--- src/rtl/lab_router_config_loader.sv ---
// -----------------------------------------------------------------------------
// lab_router_config_loader
// Serial loader for the PIA-to-LAB router routing-bit field. Bits arrive one
// per cycle over a valid/ready handshake and are assembled in a shadow
// register. A complete frame is copied to config_out in a single edge, so the
// router never observes a partially loaded configuration.
//
// Optional feature: define LAB_ROUTER_CONFIG_PARITY_EN to append one even
// parity bit to every frame. A frame whose parity fails is dropped and the
// sticky error flag is raised. Without the macro, error is tied low.
// -----------------------------------------------------------------------------
module lab_router_config_loader #(
    parameter  int CONFIG_BITS = 144,
    localparam int COUNT_WIDTH = $clog2(CONFIG_BITS + 1)
) (
    input  logic                   clk,
    input  logic                   rst_n,
    input  logic                   start,
    input  logic                   abort,
    input  logic                   bit_in,
    input  logic                   bit_valid,
    output logic                   bit_ready,
    output logic [CONFIG_BITS-1:0] config_out,
    output logic                   config_valid,
    output logic                   busy,
    output logic                   done,
    output logic                   error
);

    // ST_PARITY is only reachable when the parity feature is compiled in.
    typedef enum logic [1:0] {
        ST_IDLE   = 2'd0,
        ST_SHIFT  = 2'd1,
        ST_COMMIT = 2'd2,
        ST_PARITY = 2'd3
    } state_t;

    localparam logic [COUNT_WIDTH-1:0] LAST_IDX = COUNT_WIDTH'(CONFIG_BITS - 1);

    state_t                  r_state;
    logic [COUNT_WIDTH-1:0]  r_count;
    logic [CONFIG_BITS-1:0]  r_shadow;

`ifdef LAB_ROUTER_CONFIG_PARITY_EN
    logic                    r_error;

    // Even parity: the data bits together with the parity bit must XOR to 0.
    function automatic logic f_parity_ok(input logic [CONFIG_BITS-1:0] data,
                                         input logic                   par);
        return ~((^data) ^ par);
    endfunction

    assign error = r_error;
`else
    assign error = 1'b0;
`endif

    // The loader is ready for a bit only while it is collecting a frame.
    assign bit_ready = (r_state == ST_SHIFT) || (r_state == ST_PARITY);

    // Load sequencer: collects bits into the shadow and commits whole frames.
    always_ff @(posedge clk) begin
        if (!rst_n) begin
            r_state      <= ST_IDLE;
            r_count      <= '0;
            r_shadow     <= '0;
            config_out   <= '0;
            config_valid <= 1'b0;
            busy         <= 1'b0;
            done         <= 1'b0;
`ifdef LAB_ROUTER_CONFIG_PARITY_EN
            r_error      <= 1'b0;
`endif
        end else begin
            // done is a pulse; only the COMMIT branch raises it again.
            done <= 1'b0;
            case (r_state)
                ST_IDLE: begin
                    // abort is deliberately not looked at here, so start wins.
                    if (start) begin
                        r_state  <= ST_SHIFT;
                        r_count  <= '0;
                        r_shadow <= '0;
                        busy     <= 1'b1;
`ifdef LAB_ROUTER_CONFIG_PARITY_EN
                        r_error  <= 1'b0;
`endif
                    end
                end

                ST_SHIFT: begin
                    // abort takes priority over a bit offered in the same cycle.
                    if (abort) begin
                        r_state  <= ST_IDLE;
                        r_count  <= '0;
                        r_shadow <= '0;
                        busy     <= 1'b0;
                    end else if (bit_valid) begin
                        // First bit received ends up in the MSB.
                        r_shadow <= {r_shadow[CONFIG_BITS-2:0], bit_in};
                        r_count  <= r_count + COUNT_WIDTH'(1);
                        if (r_count == LAST_IDX) begin
`ifdef LAB_ROUTER_CONFIG_PARITY_EN
                            r_state <= ST_PARITY;
`else
                            r_state <= ST_COMMIT;
`endif
                        end
                    end
                end

`ifdef LAB_ROUTER_CONFIG_PARITY_EN
                ST_PARITY: begin
                    if (abort) begin
                        r_state  <= ST_IDLE;
                        r_count  <= '0;
                        r_shadow <= '0;
                        busy     <= 1'b0;
                    end else if (bit_valid) begin
                        if (f_parity_ok(r_shadow, bit_in)) begin
                            r_state <= ST_COMMIT;
                        end else begin
                            // Bad frame: drop it, keep the old configuration.
                            r_state <= ST_IDLE;
                            r_error <= 1'b1;
                            busy    <= 1'b0;
                        end
                    end
                end
`endif

                ST_COMMIT: begin
                    config_out   <= r_shadow;
                    config_valid <= 1'b1;
                    done         <= 1'b1;
                    busy         <= 1'b0;
                    r_state      <= ST_IDLE;
                end

                default: begin
                    // Unreachable encodings recover to a quiet idle.
                    r_state <= ST_IDLE;
                    busy    <= 1'b0;
                end
            endcase
        end
    end

endmodule

--- config.mk ---
export PLATFORM = sky130hd
export DESIGN_NAME = lab_router_config_loader
export DESIGN_NICKNAME = d
export VERILOG_FILES = /design/src/rtl/lab_router_config_loader.sv
export SDC_FILE = /design/constraint.sdc
export NUM_CORES = 1
export LEC_CHECK = 0
export ABC_AREA = 1
export ABC_CLOCK_PERIOD_IN_PS = 1400
export CORE_ASPECT_RATIO = 1.2
export CORE_UTILIZATION = 45
export DETAILED_ROUTE_END_ITERATION = 7
export GPL_TIMING_DRIVEN = 0
export PLACE_DENSITY = 0.7
export SETUP_SLACK_MARGIN = 0.15
export SYNTH_ARGS = -nofsm -noshare
export SYNTH_HDL_FRONTEND = slang
export SYNTH_SLANG_ARGS = --single-unit
--- constraint.sdc ---
create_clock -name clk -period 1.4 [get_ports clk]
set_clock_uncertainty 0.15 [all_clocks]
set_input_delay 0.28 -clock clk [delete_from_list [all_inputs] [get_ports clk]]
set_output_delay 0.28 -clock clk [all_outputs]
set_load 0.01 [all_outputs]
# == Word-level counts from Yosys, hierarchy flattened ==
# Index checks and enable logic that the tools add are counted.
# totals
word_cells,39
output_inout_bits,149
ff_bits,301
# classes
eq_ne,8
reduce_logical,6
addsub,1
mux,17
# op_table
op,n
two-way mux 144 bit,3
case mux 144 bit (2 select lines),1
two-way mux 8 bit,3
case mux 8 bit (2 select lines),1
adder 8 x 1 -> 8 bit (second input constant),1
== test 8 bit (second input constant),1
two-way mux 2 bit,4
AND reduction 3 bit,2
== test 2 bit (second input constant),2
inequality test 2 bit (second input constant),2
case mux 2 bit (2 select lines),1
two-way mux 1 bit,3
inequality test 3 x 2 -> 1 bit (second input constant),1
inequality test 3 bit (second input constant),1
== test 2 x 1 -> 1 bit (second input constant),1
zero test 2 bit,1
case mux 1 bit (2 select lines),1
AND reduction 2 bit,1
nonzero test 2 bit,1
logical OR 1 bit,1

# == Logic depth before layout (Yosys ltp) ==
# Gate-level depths: netlist of run 1.
# depth
depth_word,5
mapped_depth,9
mapped_depth_nobuf,8

# == Worst setup path after synthesis of run 1 ==
# Ideal clock, no wire load.
# synth_timing
kind,reg2reg
start,register r_state[0]
end,register r_shadow[134]
setup_slack_ps,-38
n_path_buf,2
arrival_time_ps,1172
setup_ps,116
stages_incl_launch_ff,8
period_less_slack_ps,1438
t_required_ps,1134
path_cell_list,dfxtp_1 -> inv_2 -> nor2_4 -> a21oi_4 -> buf_4 -> buf_2 -> nor2_1 -> nor2_1
# synth_via
elab_chain_len,3
# synth_rtl
item,line_no,text
start: declaration,40,state_t r_state;
start signal: assignment,64,r_state <= ST_IDLE;
start signal: assignment,81,r_state <= ST_SHIFT;
start signal: assignment,94,r_state <= ST_IDLE;
== test 2 x 1 -> 1 bit or zero test 2 bit (tied branches),77,case (r_state)
"inequality test 3 bit (no line), or another cell as far along",n/a,
AND reduction 3 bit (no line),n/a,
end signal: assignment,100,"r_shadow <= {r_shadow[CONFIG_BITS-2:0], bit_in};"
end: declaration,42,logic [CONFIG_BITS-1:0] r_shadow;
# Several ways; a longest one is shown, not always the timed one.
# A chain may end at the register's enable or synchronous reset.

# == Final worst setup path of run 1 ==
# layout_timing
start,register r_state[0]
end,register config_out[101]
# layout_via
elab_chain_len,1
# layout_rtl
item,line_no,text
== test 2 bit,77,
end signal: assignment,133,config_out <= r_shadow;
end: declaration,23,"output logic [CONFIG_BITS-1:0] config_out,"
# Every way passes these cells.

==> impl_metrics.csv, run 1 <==
group,metric,value,unit
power_and_ir_drop,clkPwrFrac,41.0,%
synth,synth_warnings,0,
critical_path,cp_data_required_time,1.70,ns
critical_path,worstSetupStartpointType,"flop",
finish,final_nets,1879,
synth,synth_area_per_cell,7.49,um2
synth,netlist_area,11400,um2
clocking,cts.sinks,301,
clocking,clk_pin_slew,0.07,ns
global_route,grt_use_total,25.0,%
global_route,grt_max_degree,15,
run_status,failed_checks,"setup timing",
drt,drt_iter0_drc,753,
synth,synth_nets,1523,
finish,drive_above_1_share,51.7,%
finish,multi_input_area,5810,um2
critical_path,path_class,"flop to flop",
critical_path,path_buf_inv,5,
clocking,numCtsBuffers,29,
drt,wire_per_inst,18.3,um
sta,finalHoldViolCount,0,
sta,max_freq,570,MHz
sta,final.period_utilization,125,%
synth,postSynth.asyncResetShare,0,%
synth,synth_cell_types,25,
power_and_ir_drop,power_frac_seq,46.1,%
floorplan,rows,63,
power_and_ir_drop,max-vdd-ir-drop,969,uV
floorplan,io_pins,155,
job,max-cap-violations,0,
drt,totalWireLength,40600,um
sta,setup_viol,447,
power_and_ir_drop,leakage,0.00791,uW
clocking,htreeDepth,1,
critical_path,worst_path_max_delay_cell,"dfxtp_4",
power_and_ir_drop,p_switching,5130,uW
clocking,cts_buffer_depth,3,
drt,drt_pass1_iterations,5,
synth,synth_edf_count,0,
sta,maxSlewHeadroom,37.1,%
sta,hold_slack,0.185,ns
drt,drc_errors,0,
synth,ys_ff_latch,301,
sta,slew_viol_final,0,
clocking,hold_buffers,0,
critical_path,critPathMaxFanout,5,
critical_path,worstPathArrival,2.05,ns
synth,ys_seq_area_share,53.1,%
worst_hold_path,hp-class,"primary input to flop",
drt,vias,11900,
global_route,grt_pass1_wl,52500,um
floorplan,die_height,176,um
critical_path,crit_path_max_incr_delay,0.39,ns
finish,syn_to_final_growth,70.2,%
synth,synth_cells,1516,
clocking,root_buffer,"clkbuf_16",
critical_path,endpoint_kind,"flop",
place,port_buffers,152,
power_and_ir_drop,power-per-cell-area,1020,nW/um2
floorplan,die_w,147,um
critical_path,cp_cell_sequence,"nor2_4 > buf_12 > buf_8 > buf_12 > buf_12 > buf_8 > o21ai_2 > a21oi_1",
floorplan,start_util,45.9,%
drt,viasPerCell,5.36,
sta,min_period,1.75,ns
global_route,antenna_found_initial,0,
place,gp_congestion,0.806,
sta,setup_tns,-60.75,ns
drt,postRouteAntennaNets,0,
sta,tightest_slew,0.943,ns
finish,antennaDiodeCount,0,
sta,setup_ws,-0.354,ns
finish,n_fill_cell,1409,
place,dp_hpwl,18800,um
critical_path,cpMostUsedCell,"buf_12",
clocking,cts_tree,"done",
floorplan,dieArea,25900,um2
synth,synth_ff_type,"dfxtp_1",
run_status,status,"finished with violations",
finish,area.sequential,6230,um2
sta,rsz0062_at_grt,"yes",
global_route,overflow,0,
floorplan,core_area,24800,um2
critical_path,cp_top_family,"buffers and inverters",
global_route,grt_pass1_vias,10600,
clocking,clk_latency,0.55,ns
power_and_ir_drop,power_frac_comb,12.9,%
power_and_ir_drop,swShare,25.9,%
power_and_ir_drop,p_int,14600,uW
==> timing repair <==
item	CTS	global route
pin swaps	78	105
gates cloned	22	27
endpoints found under the setup margin	449	449
setup buffers	88	36
gates resized for setup	1290	459
==> area by class of cell <==
type                    instances  area share [%]
flip-flops and latches        301            32.2
multi-input cells             967            30.1
clock inverters                10           0.790
plain buffers                 113            7.24
well taps                     325            2.10
inverters                     135            2.67
repair buffers                325            20.7
clock buffers                  40            4.13
==> kinds of logic (layout without fill, tap and decap cells) <==
group                      after synthesis  in the layout  share of synthesized area, %
DFF                                    301            301                          53.1
buffers and inverters                  248            623                          9.71
adders and majority gates                1              1                         0.110
AOI/OAI and AO/OA                      415            415                          18.4
other                                    1              1                        0.0330
and+or+nand+nor                        550            550                          18.6
==> worst reg2reg max path: stages, from the launching register on <==
cell	delay [ns]
dfxtp_4	0.39
nor2_4	0.18
buf_12	0.13
buf_8	0.11
buf_12	0.14
buf_12	0.13
buf_8	0.12
o21ai_2	0.06
a21oi_1	0.24
==> cell usage after synthesis (2+ instances only) <==
library cell | instances | area [um2]
nor2_1 | 452 | 1700
clkbuf_1 | 53 | 199
nand2_1 | 80 | 300
buf_6 | 12 | 135
a21oi_1 | 120 | 601
buf_4 | 11 | 82.6
o21ai_0 | 231 | 1160
nand2_2 | 3 | 18.8
buf_1 | 5 | 18.8
o21ai_1 | 62 | 310
nand3_1 | 9 | 45.0
inv_2 | 2 | 7.51
inv_1 | 132 | 495
buf_2 | 32 | 160
dfxtp_1 | 301 | 6030
nor2_4 | 2 | 22.5
==> worst paths after layout <==
check	startpoint	to	slack (ns)	cells after the start
setup / recovery	r_state[0]	config_out[101]	-0.35	8
hold / removal	rst_n	busy	0.18	3
setup reg to reg	r_state[0]	config_out[101]	-0.35	8
hold reg to reg	r_shadow[73]	config_out[73]	0.32	2
==> metal layers <==
| metal | track usage [%] | vias to the layer above | share of wire, % |
|---|---|---|---|
| met3 | 4.42 | 150 | 5.8 |
| met2 | 46.5 | 473 | 53 |
| met4 | 9.19 | 0 | 4.4 |
| met1 | 28.3 | 5726 | 37 |
| met5 | 0 | - | 0 |
| li1 | - | 5524 | - |
==> sequential cells by signal, indices dropped and copies added (netlist names) <==
| register | cells |
|---|---|
| busy | 1 |
| config_out | 144 |
| r_state | 2 |
| r_shadow | 144 |
| config_valid | 1 |
| r_count | 8 |
| done | 1 |
==> power by group through the flow <==
stage	logic (uW)	clock network, uW	registers, uW
finish	2550	8110	9120
global route	2720	8460	9140
CTS	1560	8050	9050
detailed placement	1430	0	9240
global placement	1400	0	9230
floorplan	1090	0	9200
==> metrics by stage <==
stage               cell area [um2]  util (%)  setup WS, ns  total power (uW)  instances
detailed placement            13400      53.9        -0.690             10700       1993
global placement              13400      53.9        -0.653             10600       1993
CTS                           17000      68.7        -0.261             18700       2153
floorplan                     11400         -        0.0547             10300       1516
global route                  19300      78.1        -0.401             20300       2216
finish                        19300      78.1        -0.354             19800       2216
==> layout by cell type (no fill, tap or decap), types with 63 or more instances in the layout <==
cell type,n
clkbuf_16,63
nor2_1,324
dfxtp_1,150
o21ai_2,122
o21ai_1,100
nor2_2,81
a21oi_2,76
buf_6,178
dfxtp_2,145
buf_4,99
inv_1,129
(Power assumes the default switching activity.)
==> run 2, diff against run 1 <==
--- a/config.mk
+++ b/config.mk
@@ -6,12 +6,12 @@
 export NUM_CORES = 1
 export LEC_CHECK = 0
 export ABC_AREA = 1
-export ABC_CLOCK_PERIOD_IN_PS = 1400
+export ABC_CLOCK_PERIOD_IN_PS = 2130
 export CORE_ASPECT_RATIO = 1.2
 export CORE_UTILIZATION = 45
 export DETAILED_ROUTE_END_ITERATION = 7
 export GPL_TIMING_DRIVEN = 0
-export PLACE_DENSITY = 0.7
+export PLACE_DENSITY = 0.68
 export SETUP_SLACK_MARGIN = 0.15
 export SYNTH_ARGS = -nofsm -noshare
 export SYNTH_HDL_FRONTEND = slang
==> constraint.sdc (replaced) <==
create_clock -name clk -period 2.13 [get_ports clk]
set_clock_uncertainty 0.15 [all_clocks]
set_input_delay 0.426 -clock clk [delete_from_list [all_inputs] [get_ports clk]]
set_output_delay 0.426 -clock clk [all_outputs]
set_load 0.01 [all_outputs]
==> run 2 against run 1 <==
  * The flow now finishes without violations
  * Global-route usage fell by 3.7 points
  * Non-clock buffer count shrank 169
  * Register-to-register slack improved by 0.64 ns
  * Cell count down 7.6%
  * Clock-buffer cell count stayed put
  * Core utilization down 21 points
  * Combinational power is 65% lower
  * Via count down 16%
  * Sequential share of layout area increased by 10 points
  * Die area unchanged
==> impl_metrics.csv, run 2 (synthesis results as in run 1) <==
group,metric,value,unit
drt,vias,9955,
power_and_ir_drop,power_frac_seq,48.8,%
drt,totalWireLength,27600,um
global_route,antenna_found_initial,0,
clocking,htreeDepth,1,
drt,drc_errors,0,
sta,rsz0062_at_grt,"no",
power_and_ir_drop,power_frac_comb,7.4,%
power_and_ir_drop,finalPower,12200,uW
drt,drt_iter0_drc,486,
clocking,clk_latency,0.54,ns
critical_path,endpoint_kind,"output port",
sta,max_freq,523,MHz
drt,viasPerCell,4.86,
global_route,grt_pass1_wl,45700,um
finish,final_cell_mix,"nor2_1, dfxtp_1, o21ai_0",
floorplan,core_area,24800,um2
clocking,cts_buffer_depth,3,
finish,final_nets,1710,
sta,setup_tns,0,ns
critical_path,worstPathArrival,1.34,ns
finish,multi_input_area,4220,um2
finish,syn_to_final_growth,24.6,%
sta,min_period,1.91,ns
job,max-cap-violations,0,
critical_path,worstSetupStartpointType,"flop",
floorplan,io_pins,155,
drt,drt_pass1_iterations,5,
finish,antennaDiodeCount,0,
finish,final_common_cell,"nor2_1",
critical_path,path_class,"flop to output port",
floorplan,rows,63,
place,port_buffers,152,
place,dp.cells,1993,
clocking,hold_buffers,0,
drt,postRouteAntennaNets,0,
finish,reg_top3,"config_out (144), r_shadow (144), r_count (8)",
global_route,grt_use_total,21.3,%
finish,n_fill_cell,2407,
clocking,clk_pin_slew,0.06,ns
sta,tightest_slew,0.879,ns
floorplan,dieArea,25900,um2
sta,maxSlewHeadroom,41.4,%
critical_path,cp_data_required_time,1.55,ns
clocking,cts.sinks,301,
sta,slew_viol_final,0,
worst_hold_path,hp-class,"primary input to flop",
place,dp_hpwl,18800,um
place,gp_congestion,0.794,
floorplan,die_height,176,um
power_and_ir_drop,leakage,0.00656,uW
drt,wire_per_inst,13.5,um
sta,setup_viol,0,
power_and_ir_drop,clkPwrFrac,43.7,%
clocking,cts_tree,"done",
power_and_ir_drop,p_switching,2860,uW
floorplan,die_w,147,um
global_route,grt_pass1_vias,9440,
power_and_ir_drop,power-per-cell-area,861,nW/um2
clocking,numCtsBuffers,29,
global_route,overflow,0,
finish,drive_above_1_share,7.02,%
sta,final.period_utilization,89.8,%
global_route,grt_max_degree,15,
finish,final_util,57.1,%
floorplan,start_util,45.9,%
critical_path,critPathMaxFanout,5,
sta,finalHoldViolCount,0,
clocking,root_buffer,"clkbuf_16",
run_status,status,"completed",
power_and_ir_drop,max-vdd-ir-drop,783,uV
power_and_ir_drop,p_int,9320,uW
finish,fin_cells,2048,
finish,area.sequential,6030,um2
power_and_ir_drop,swShare,23.5,%
==> run 2: final cells by class <==
type	instances	share of cell area (%)
repair buffers	156	9.78
flip-flops and latches	301	42.6
clock inverters	11	1.17
multi-input cells	967	29.9
well taps	325	2.88
inverters	135	3.58
clock buffers	40	5.85
plain buffers	113	4.26
==> run 2: critical path, cell delays in order (launching register included) <==
cell	delay (ns)
dfxtp_2	0.41
clkbuf_1	0.10
dlygate4sd2_1	0.29
==> run 2: repair_timing <==
action                                  in CTS  in global routing
pin swaps                                    1                  0
resized for setup                          152                  3
endpoints found under the setup margin     292                  2
buffers inserted                             4                  0
==> run 2: power by group through the flow <==
stage                     Clock, uW  Combinational (uW)  Sequential, uW
final                          5330                 904            5950
after global routing           5680                1040            5980
after CTS                      5460                 908            5950
after detailed placement          0                 905            6070
after global placement            0                 890            6070
after floorplan                   0                 686            6050
==> run 2: worst paths after layout <==
kind	from	endpoint	slack, ns	cells past startpoint
min reg2reg	busy	busy	0.32	2
min	rst_n	r_count[6]	0.31	3
max	r_state[0]	bit_ready	0.22	2
max reg2reg	r_state[1]	config_out[63]	0.29	5
==> run 2: per-layer routing <==
metal	part of all wire [%]	GRT usage, %
met1	45	27.1
met2	48	37.0
met3	4.8	3.51
met4	2.4	6.01
met5	0	0
==> run 2: stage by stage <==
stage	instance area, um2	hold slack [ns]	worst slack [ns]
6_report	14100	0.306	0.218
5_1_grt	14100	0.317	0.163
4_1_cts	14100	0.284	0.155
3_5_place_dp	13300	0.312	-0.0985
3_3_place_gp	13300	0.309	-0.0843
2_1_floorplan	11400	0.291	0.643
==> run 3, diff against run 2 <==
--- a/config.mk
+++ b/config.mk
@@ -16,3 +16,4 @@
 export SYNTH_ARGS = -nofsm -noshare
 export SYNTH_HDL_FRONTEND = slang
 export SYNTH_SLANG_ARGS = --single-unit
+export TNS_END_PERCENT = 20
==> run 3 against run 2 <==
  * Sequential cell count unchanged
  * Non-clock buffer count unchanged
  * Clock-buffer cell count unchanged
  * Critical path depth decreased by 1
  * Design area increased by 1.8%
  * First-iteration DRC count increased by 2.9%
  * Clock power about the same
  * Via count increased by 0.29%
  * Register-to-register slack about the same
  * Global-route usage decreased by 0.056 points
  * Hold slack improved by 0.0048 ns
  * Setup slack got worse by 0.11 ns
  * Highest routed layer unchanged
==> impl_metrics.csv, run 3 (synthesis results as in run 1) <==
group,metric,value,unit
sta,setup_viol,0,
global_route,grt_pass1_wl,45600,um
sta,maxSlewHeadroom,41.7,%
global_route,overflow,0,
critical_path,critPathMaxFanout,2,
power_and_ir_drop,leakage,0.00638,uW
power_and_ir_drop,finalPower,12200,uW
sta,tightest_slew,0.874,ns
sta,min_period,2.02,ns
clocking,hold_buffers,0,
drt,postRouteAntennaNets,0,
sta,rsz0062_at_grt,"yes",
power_and_ir_drop,max-vdd-ir-drop,784,uV
drt,totalWireLength,27600,um
floorplan,io_pins,155,
floorplan,die_height,176,um
critical_path,crit_path_max_incr_delay,0.58,ns
worst_hold_path,holdPathStages,3,
floorplan,rows,63,
floorplan,start_util,45.9,%
clocking,htreeDepth,1,
critical_path,cp_data_required_time,1.55,ns
sta,finalHoldViolCount,0,
finish,final_common_cell,"nor2_1",
critical_path,worst_path_max_delay_cell,"clkdlybuf4s50_1",
sta,final.period_utilization,94.8,%
critical_path,endpoint_kind,"output port",
clocking,numCtsBuffers,29,
floorplan,core_area,24800,um2
drt,viasPerCell,4.88,
finish,final_nets,1710,
drt,wire_per_inst,13.5,um
floorplan,dieArea,25900,um2
clocking,clk_pin_slew,0.06,ns
clocking,cts_tree,"done",
critical_path,path_buf_inv,1,
finish,antennaDiodeCount,0,
finish,reg_top3,"config_out (144), r_shadow (144), r_count (8)",
run_status,status,"completed",
drt,drt_pass1_iterations,5,
global_route,grt_max_degree,15,
drt,vias,9984,
global_route,antenna_found_initial,0,
drt,drc_errors,0,
sta,hold_slack,0.311,ns
sta,setup_tns,0,ns
critical_path,worstSetupStartpointType,"flop",
clocking,cts.sinks,301,
finish,final_cell_mix,"nor2_1, dfxtp_1, o21ai_0",
clocking,root_buffer,"clkbuf_16",
critical_path,path_depth,1,
clocking,clk_latency,0.54,ns
critical_path,reg2regPathDepth,5,
place,port_buffers,152,
place,gp_congestion,0.794,
power_and_ir_drop,power-per-cell-area,847,nW/um2
critical_path,worstPathArrival,1.44,ns
finish,drive_above_1_share,6.96,%
worst_hold_path,hp-class,"primary input to flop",
sta,max_freq,495,MHz
critical_path,cp_cell_sequence,"clkdlybuf4s50_1",
floorplan,die_w,147,um
clocking,cts_buffer_depth,3,
global_route,grt_pass1_vias,9439,
drt,drt_iter0_drc,500,
global_route,grt_use_total,21.2,%
critical_path,cp_top_family,"buffers and inverters",
finish,syn_to_final_growth,26.8,%
sta,slew_viol_final,0,
job,max-cap-violations,0,
critical_path,path_class,"flop to output port",
place,dp_hpwl,18800,um
## run 3: final timing paths
kind | startpoint | to | slack (ns)
setup / recovery | config_out[130] | config_out[130] | 0.11
hold / removal | rst_n | r_count[6] | 0.31
hold reg to reg | busy | busy | 0.32
setup reg to reg | r_state[1] | config_out[63] | 0.28
## run 3: tightest hold or removal path, cell delays in order
cell      delay, ns
buf_2          0.21
clkinv_1       0.25
a21oi_1        0.06
## run 3: per-stage QoR
step	util [%]	area [um2]	cells	setup slack (ns)
detailed placement	53.6	13300	1993	-0.0985
global route	58.1	14400	2048	0.0836
floorplan	-	11400	1516	0.643
global placement	53.6	13300	1993	-0.0843
CTS	57.8	14300	2048	0.0664
finish	58.1	14400	2048	0.111
## run 3: timing repair
item / 4_1_cts / 5_1_grt
pin swaps: 1 / 0
gates resized for setup: 8 / 29
endpoints found under the setup margin: 292 / 146
setup buffers: 4 / 0
## run 3: routing by layer
metal	global-route usage, %	wire length, um	up-vias
met2	36.8	13100	204
met5	0	0	-
met3	3.54	1400	45
met4	6.01	627	0
li1	-	-	5164
met1	27.1	12500	4571
## run 3: where the power goes
part	total, uW	internal (uW)	switching [uW]
registers	5950	5840	113
logic	906	297	609
clock network	5330	3190	2150
## run 3: cell type report
cell class	count	area, um2
Buffer	113	602
Clock buffer	40	827
Clock inverter	11	165
Fill cell	2356	10400
Inverter	135	507
Multi-Input combinational cell	967	4220
Sequential cell	301	6030
Tap cell	325	407
Timing Repair Buffer	156	1630
